$ cat src/rtl/serializer_tx_if.sv
// Load handshake and serial link bundle for serializer_tx.
//   load_valid / load_data : word offered by the upstream datapath
//   load_ready             : transmitter can take a word this cycle
//   serial_out             : serial data bit toward the receiver
//   frame                  : high while a data bit is on serial_out
//   done                   : one-cycle pulse after the last bit
// master = upstream producer / link observer, slave = serializer_tx.
interface serializer_tx_if #(
   parameter int unsigned WIDTH = 8
);
   logic             load_valid;
   logic [WIDTH-1:0] load_data;
   logic             load_ready;
   logic             serial_out;
   logic             frame;
   logic             done;

   modport master (
      output load_valid,
      output load_data,
      input  load_ready,
      input  serial_out,
      input  frame,
      input  done
   );

   modport slave (
      input  load_valid,
      input  load_data,
      output load_ready,
      output serial_out,
      output frame,
      output done
   );
endinterface

$ cat src/rtl/serializer_tx.sv
// Parallel-in, serial-out transmitter.
// Accepts a WIDTH-bit word on a valid/ready handshake while idle, then shifts
// it out one bit per enabled clock with frame high, then pulses done for one
// enabled cycle before returning to idle.
// Ports:
//   clk  : system clock, rising edge
//   rst  : asynchronous active-low reset
//   en   : clock enable; all state and registered outputs hold when low
//   bus  : serializer_tx_if.slave (load_valid/load_data/load_ready in,
//          serial_out/frame/done out)
module serializer_tx #(
   parameter int unsigned WIDTH      = 8,
   parameter bit          MSB_FIRST  = 1'b1,
   parameter bit          IDLE_LEVEL = 1'b0
) (
   input  logic           clk,
   input  logic           rst,
   input  logic           en,
   serializer_tx_if.slave bus
);

   localparam int unsigned CW = $clog2(WIDTH);
   localparam logic [CW-1:0] LAST_BIT = CW'(WIDTH - 1);

   typedef enum logic [1:0] {
      IDLE  = 2'd0,
      SHIFT = 2'd1,
      DONE  = 2'd2
   } state_e;

   state_e           state_q, state_d;
   logic [WIDTH-1:0] shreg_q, shreg_d;
   logic [CW-1:0]    cnt_q,   cnt_d;
   logic             sout_q,  sout_d;
   logic             frame_q, frame_d;
   logic             done_q,  done_d;

   logic             accept;

   // Ready is combinational so an idle transmitter can accept on the very
   // edge the word is offered; it follows en even while reset is held.
   assign bus.load_ready = (state_q == IDLE) & en;
   assign accept         = bus.load_valid & bus.load_ready;

   assign bus.serial_out = sout_q;
   assign bus.frame      = frame_q;
   assign bus.done       = done_q;

   always_comb begin
      state_d = state_q;
      shreg_d = shreg_q;
      cnt_d   = cnt_q;
      sout_d  = sout_q;
      frame_d = frame_q;
      done_d  = done_q;

      if (en) begin
         case (state_q)
            IDLE: begin
               sout_d  = IDLE_LEVEL;
               frame_d = 1'b0;
               done_d  = 1'b0;
               if (accept) begin
                  // First bit goes out on the accept edge itself.
                  state_d = SHIFT;
                  shreg_d = bus.load_data;
                  cnt_d   = '0;
                  sout_d  = MSB_FIRST ? bus.load_data[WIDTH-1] : bus.load_data[0];
                  frame_d = 1'b1;
               end
            end

            SHIFT: begin
               if (cnt_q == LAST_BIT) begin
                  state_d = DONE;
                  sout_d  = IDLE_LEVEL;
                  frame_d = 1'b0;
                  done_d  = 1'b1;
               end else begin
                  // The bit now on serial_out sits at the leading end of
                  // shreg_q; the next one is its neighbour.
                  cnt_d = cnt_q + 1'b1;
                  if (MSB_FIRST) begin
                     shreg_d = {shreg_q[WIDTH-2:0], 1'b0};
                     sout_d  = shreg_q[WIDTH-2];
                  end else begin
                     shreg_d = {1'b0, shreg_q[WIDTH-1:1]};
                     sout_d  = shreg_q[1];
                  end
               end
            end

            DONE: begin
               state_d = IDLE;
               done_d  = 1'b0;
               sout_d  = IDLE_LEVEL;
               frame_d = 1'b0;
            end

            default: begin
               state_d = IDLE;
               sout_d  = IDLE_LEVEL;
               frame_d = 1'b0;
               done_d  = 1'b0;
            end
         endcase
      end
   end

   always_ff @(posedge clk or negedge rst) begin
      if (!rst) begin
         state_q <= IDLE;
         shreg_q <= '0;
         cnt_q   <= '0;
         sout_q  <= IDLE_LEVEL;
         frame_q <= 1'b0;
         done_q  <= 1'b0;
      end else begin
         state_q <= state_d;
         shreg_q <= shreg_d;
         cnt_q   <= cnt_d;
         sout_q  <= sout_d;
         frame_q <= frame_d;
         done_q  <= done_d;
      end
   end

endmodule

$ cat src/flat_wrapper.sv
// flat-port wrapper written by rule: the top's interface ports become plain ports
module serializer_tx_flat 
#(
   parameter int unsigned WIDTH      = 8,
   parameter bit          MSB_FIRST  = 1'b1,
   parameter bit          IDLE_LEVEL = 1'b0
)
  (clk, rst, en, bus_load_valid, bus_load_data, bus_load_ready, bus_serial_out, bus_frame, bus_done);
  serializer_tx_if #(.WIDTH(WIDTH)) bus_i ();
  input  logic clk;
  input  logic rst;
  input  logic en;
  input wire logic [$bits(bus_i.load_valid)-1:0] bus_load_valid;
  input wire logic [$bits(bus_i.load_data)-1:0] bus_load_data;
  output wire logic [$bits(bus_i.load_ready)-1:0] bus_load_ready;
  output wire logic [$bits(bus_i.serial_out)-1:0] bus_serial_out;
  output wire logic [$bits(bus_i.frame)-1:0] bus_frame;
  output wire logic [$bits(bus_i.done)-1:0] bus_done;
  assign bus_i.load_valid = bus_load_valid;
  assign bus_i.load_data = bus_load_data;
  assign bus_load_ready = bus_i.load_ready;
  assign bus_serial_out = bus_i.serial_out;
  assign bus_frame = bus_i.frame;
  assign bus_done = bus_i.done;
  serializer_tx #(.WIDTH(WIDTH), .MSB_FIRST(MSB_FIRST), .IDLE_LEVEL(IDLE_LEVEL)) u_core (.clk(clk), .rst(rst), .en(en), .bus(bus_i));
endmodule
$ cat config.mk
export PLATFORM = sky130hd
export DESIGN_NAME = serializer_tx_flat
export DESIGN_NICKNAME = d
export VERILOG_FILES = /design/src/rtl/serializer_tx_if.sv /design/src/rtl/serializer_tx.sv /design/src/flat_wrapper.sv
export SDC_FILE = /design/constraint.sdc
export NUM_CORES = 1
export LEC_CHECK = 0
export ABC_AREA = 1
export CAP_MARGIN = 20
export CORE_MARGIN = 8
export CORE_UTILIZATION = 47
export CTS_CLUSTER_SIZE = 24
export DETAILED_ROUTE_END_ITERATION = 10
export PLACE_DENSITY_LB_ADDON = 0.1
export SYNTH_ARGS = -nofsm -noshare
export SYNTH_HDL_FRONTEND = slang
export SYNTH_SLANG_ARGS = --single-unit
$ cat constraint.sdc
create_clock -name clk -period 1.8 [get_ports clk]
set_input_delay 0.27 -clock clk [delete_from_list [all_inputs] [get_ports clk]]
set_output_delay 0.27 -clock clk [all_outputs]
set_load 0.02 [all_outputs]
=== Word level (Yosys, flattened, before mapping) ===
Index checks and enable logic that the tools add are counted.

* Register bits after elaboration: 15
* Bits of input ports: 12
* Output and inout port bits: 4

* $add $sub $neg: 1
* Eq/ne operators: 5
* Mux-type cells: 17
* Bitwise gates (word level): 2
* Reductions and logical operators: 5

{| class="wikitable"
|+ Operator list
! operator !! number
|-
| 7-bit 2-to-1 mux || 2
|-
| 7-bit one-hot mux with 2 select lines || 1
|-
| 1-bit 2-to-1 mux || 6
|-
| 3-bit 2-to-1 mux || 2
|-
| 3-bit one-hot mux with 2 select lines || 1
|-
| 2-bit 2-to-1 mux || 2
|-
| 2-bit by 1-bit != test with 1-bit output (second input constant) || 2
|-
| 1-bit one-hot mux with 2 select lines || 2
|-
| 2-bit one-hot mux with 2 select lines || 1
|-
| 4-bit AND reduction || 1
|-
| 3-bit by 1-bit adder with 3-bit output (second input constant) || 1
|-
| 3-bit equality test (second input constant) || 1
|-
| 3-bit AND reduction || 1
|-
| 1-bit bitwise AND || 2
|-
| 2-bit by 1-bit equality test with 1-bit output (second input constant) || 1
|-
| 2-bit zero test || 1
|-
| 2-bit != test (second input constant) || 1
|-
| 2-bit AND reduction || 1
|-
| 2-bit nonzero test || 1
|}

=== Depth between registers and ports, before layout ===
* Depth in word-level cells: 5
* Depth in mapped cells: 7

=== Least setup slack after synthesis ===
Ideal clock, no wire load.

* Path kind: reg2reg
* From: register u_core.cnt_q[0]
* To: register u_core.cnt_q[1]
* Library setup time: 0.065 ns
* Arrival: 1.238 ns
* Path slack: 0.497 ns
* Stages on the path, launching flop included: 7
* Period minus slack after synthesis: 1.303 ns
* Path through: dfrtp_1 -> ha_1 -> ha_1 -> a21oi_2 -> buf_4 -> nand3b_1 -> nand2_1

* Longest elaborated chain between the ends: 3
* Elaborated cells between the ends (all ways): 6
* Those cells by class: add/sub (1); eq/ne (2); mux (2); reduce/logical (1)

{| class="wikitable"
|+ Ends and longest elaborated chain
! element !! RTL line !! text
|-
| from (decl) || serializer_tx.sv:33 || <nowiki>logic [CW-1:0] cnt_q, cnt_d;</nowiki>
|-
| from (signal assigned) || serializer_tx.sv:121 || <nowiki>cnt_q <= cnt_d;</nowiki>
|-
| 3-bit by 1-bit adder with 3-bit output / 3-bit equality test (equally long branches) || serializer_tx.sv:82, serializer_tx.sv:74 ||
|-
| 3-bit 2-to-1 mux / 2-bit != test (equally long branches) || n/a ||
|-
| 3-bit one-hot mux with 2 select lines / 4-bit AND reduction (equally long branches) || n/a ||
|}

Several ways; a longest one is shown, not always the timed one. The select of a mux whose other input is x is not followed.
A chain may end at the register's enable or synchronous reset.

=== Worst setup path in the final report ===
* From: register u_core.state_q[1]
* To: output port bus_load_ready

* Longest elaborated chain between the ends: 2

{| class="wikitable"
|+ Ends and longest elaborated chain
! element !! RTL line !! text
|-
| from (decl) || serializer_tx.sv:31 || <nowiki>state_e state_q, state_d;</nowiki>
|-
| from (signal assigned) || serializer_tx.sv:119 || <nowiki>state_q <= state_d;</nowiki>
|-
| 2-bit zero test || serializer_tx.sv:42 || <nowiki>assign bus.load_ready = (state_q == IDLE) & en;</nowiki>
|-
| 1-bit bitwise AND || serializer_tx.sv:42 ||
|-
| to (decl) || flat_wrapper.sv:15 || <nowiki>output wire logic [$bits(bus_i.load_ready)-1:0] bus_load_ready;</nowiki>
|}

No other way between the ends.

==> impl_metrics.tcl <==
set metrics [dict create \
    synth_top_area_share_pct 48.8 \
    cts-root-buf "clkbuf_4" \
    maxSlewHeadroom_pct 78.0 \
    peakVddDrop_mv 0.707 \
    drt_pass1_iterations 4 \
    overflow 0 \
    dp_hpwl_mm 1.19 \
    io_buffers 15 \
    p_per_area_mw_per_mm2 1200 \
    critPathLaunch "u_core.state_q[1]$_DFFE_PN0P_" \
    fin_cells 138 \
    fmax_ghz 0.605 \
    drc 0 \
    final_antenna_net_count 0 \
    grt_usage_pct 11.1 \
    rsz0062_at_grt "no" \
    reg2reg_setup_slack_ns 0.38 \
    synth_most_common_cell "nand2_1" \
    end_kind "output port" \
    postCtsSetupBuffers 0 \
    die_w_um 56.5 \
    syn_inst 100 \
    antennaDiodeCount 0 \
    yosys.area.top_type "dfrtp_1" \
    maxCapViolCount 0 \
    clock_latency_ns 0.28 \
    synth_nets 114 \
    cp_data_arrival_time_ns 1.38 \
    drt_iter0_markers 6 \
    synth_edf_count 0 \
    rows 14 \
    grt_start_max_net_pins 16 \
    maxSlewViolCount 0 \
    critPathCapture "bus_load_ready" \
    synthToLayoutAreaGrowth_pct 28.5 \
    reg2reg_from "u_core.cnt_q[0]$_DFFE_PN0P_" \
    coreArea_sq_mm 0.00152 \
    placed_cells 134 \
    ys_top_cells_by_area "dfrtp_1 (49%), nand2_1 (26%), nand3_1 (5.9%), ha_1 (3.3%), nand3b_1 (2.9%)" \
    worst-setup-path-type "flop to output port" \
    crit_fanout 3 \
    synth_common_cells "nand2_1 (53), dfrtp_1 (15), nand3_1 (9), inv_1 (5)" \
    die_h_um 56.5 \
    routed_via_density 5.11 \
    cp_data_required_time_ns 1.53 \
    fin_area_sq_um 988 \
    drive_above_1_share_pct 11.5 \
    grt_pass1_wl_mm 2.93 \
    final.min_clock_period_ns 1.65 \
    gp_congestion 0.764 \
    numCtsBuffers 3 \
    r2r_end "u_core.cnt_q[1]$_DFFE_PN0P_" \
    cp-start-kind "flop" \
    htreeDepth 1 \
    fin_skew_ns 0.00155 \
    ys_ff_latch 15 \
    post_cts_resized 1 \
    ioPinCount 16 \
    status "complete, no violations" \
    cts_tree "built" \
    r2r_cells 6 \
    synth_ff_type "dfrtp_1" \
    tightest_slew_ns 0.327 \
    cts.reportedPaths.clkPinSlew_ns 0.09 \
    fill_cells 136 \
    yosysWarnings 0 \
    wl_per_cell_um 11.9 \
    routed_wirelength_mm 1.65 \
    die_area_sq_mm 0.00319 \
    finalNetCount 137 \
    period_share_pct 91.9 \
    async_flop_share_pct 100 \
    synth_cell_types 14 \
    ys_seq_area_share_pct 48.8 \
    netlist_area_sq_um 769 \
    hold_viol_final 0 \
    start_util_pct 50.5 \
    hp-class "primary input to asynchronous set/reset pin" \
    syn_area_per_cell_sq_um 7.69 \
    clock_path_buffers 2 \
    antenna_found_initial 0 \
    hold_buffers 0 \
    leakage_nw 0.542 \
    grt_pass1_vias 669 \
    setup_viol 0 \
    route.vias.total 705 \
    dpl_cell_area_sq_um 962 \
    clkSinkCount 15 \
]
## layer usage
metal	up-vias	part of all wire, %	global-route usage [%]
li1	359	-	-
met1	324	47	13.8
met2	18	46	16.9
met3	4	5.0	2.92
met4	0	1.6	6.19
met5	-	0	0
## cell families (layout without fill, tap and decap cells)
family | count (synthesis) | count (layout) | synth area share, %
and+or+nand+nor | 72 | 72 | 40.0
buffers and inverters | 7 | 29 | 4.39
AOI/OAI and AO/OA | 4 | 4 | 3.58
DFF | 15 | 15 | 48.8
adders and majority gates | 2 | 2 | 3.25
## worst max-delay path, stage by stage, from the launching register on
cell and delay [ns]:
dfrtp_1 0.43, inv_1 0.12, nand2_1 0.08, nor2_1 0.12
dlygate4sd2_1 0.35
## state kept, by name, summed over array words and instances (netlist names)
register,count
u_core.shreg_q,7
u_core.cnt_q,3
u_core.state_q,2
u_core.bus.done,1
u_core.bus.frame,1
u_core.bus.serial_out,1
## worst min-delay path by stage
| stage | start | to | slack [ns] | cells after the start |
|---|---|---|---|---|
| after detailed placement | u_core.bus.frame$_DFFE_PN0P_ | u_core.bus.frame$_DFFE_PN0P_ | 0.46 | 2 |
| after global routing | rst | u_core.shreg_q[4]$_DFFE_PN0P_ | 0.29 | 2 |
| final | rst | u_core.bus.frame$_DFFE_PN0P_ | 0.29 | 2 |
| after CTS | rst | u_core.bus.frame$_DFFE_PN0P_ | 0.28 | 2 |
| after global placement | u_core.shreg_q[4]$_DFFE_PN0P_ | u_core.shreg_q[4]$_DFFE_PN0P_ | 0.45 | 2 |
| after floorplan | rst | u_core.bus.done$_DFFE_PN0P_ | -0.03 | 0 |
## layout make-up
cell class	count	area, sq um	share of cell area, %
Timing Repair Buffer	20	186	18.9
Clock inverter	1	5.00	0.506
Inverter	5	18.8	1.90
Multi-Input combinational cell	78	360	36.5
Sequential cell	15	375	38.0
Clock buffer	3	22.5	2.28
Tap cell	16	20.0	2.03
## metrics by stage
stage	util, %	hold WS, ns	total power, mW	setup TNS, ns	setup WS [ns]
3_5_place_dp	63.1	0.458	1.01	-0.0412	-0.0412
3_3_place_gp	63.1	0.454	0.988	-0.0108	-0.0108
6_report	64.9	0.286	1.19	0	0.146
5_1_grt	64.9	0.294	1.30	0	0.0523
2_1_floorplan	-	-0.0256	0.844	0	0.497
4_1_cts	64.9	0.281	1.20	0	0.138
## power by group
| group | leakage, nW | internal (mW) | switching, mW |
|---|---|---|---|
| Sequential | 0.195 | 0.459 | 0.0801 |
| Clock | 0.0177 | 0.0826 | 0.113 |
| Combinational | 0.329 | 0.187 | 0.265 |
## cells in the final DEF, fill, tap and decap left out, drive strengths merged
| cell type | netlist | layout |
|---|---|---|
| clkinv | 0 | 1 |
| o21ai | 3 | 3 |
| nand2 | 55 | 55 |
| dfrtp | 15 | 15 |
| a21oi | 1 | 1 |
| nand4 | 1 | 1 |
| nand3 | 9 | 9 |
| clkdlybuf4s50 | 0 | 14 |
| buf | 2 | 5 |
| inv | 5 | 5 |
| ha | 2 | 2 |
| nor2 | 4 | 4 |
| nand3b | 3 | 3 |
| dlygate4sd2 | 0 | 1 |
| clkbuf | 0 | 3 |
Note: power is estimated with default switching activity, not from simulation.
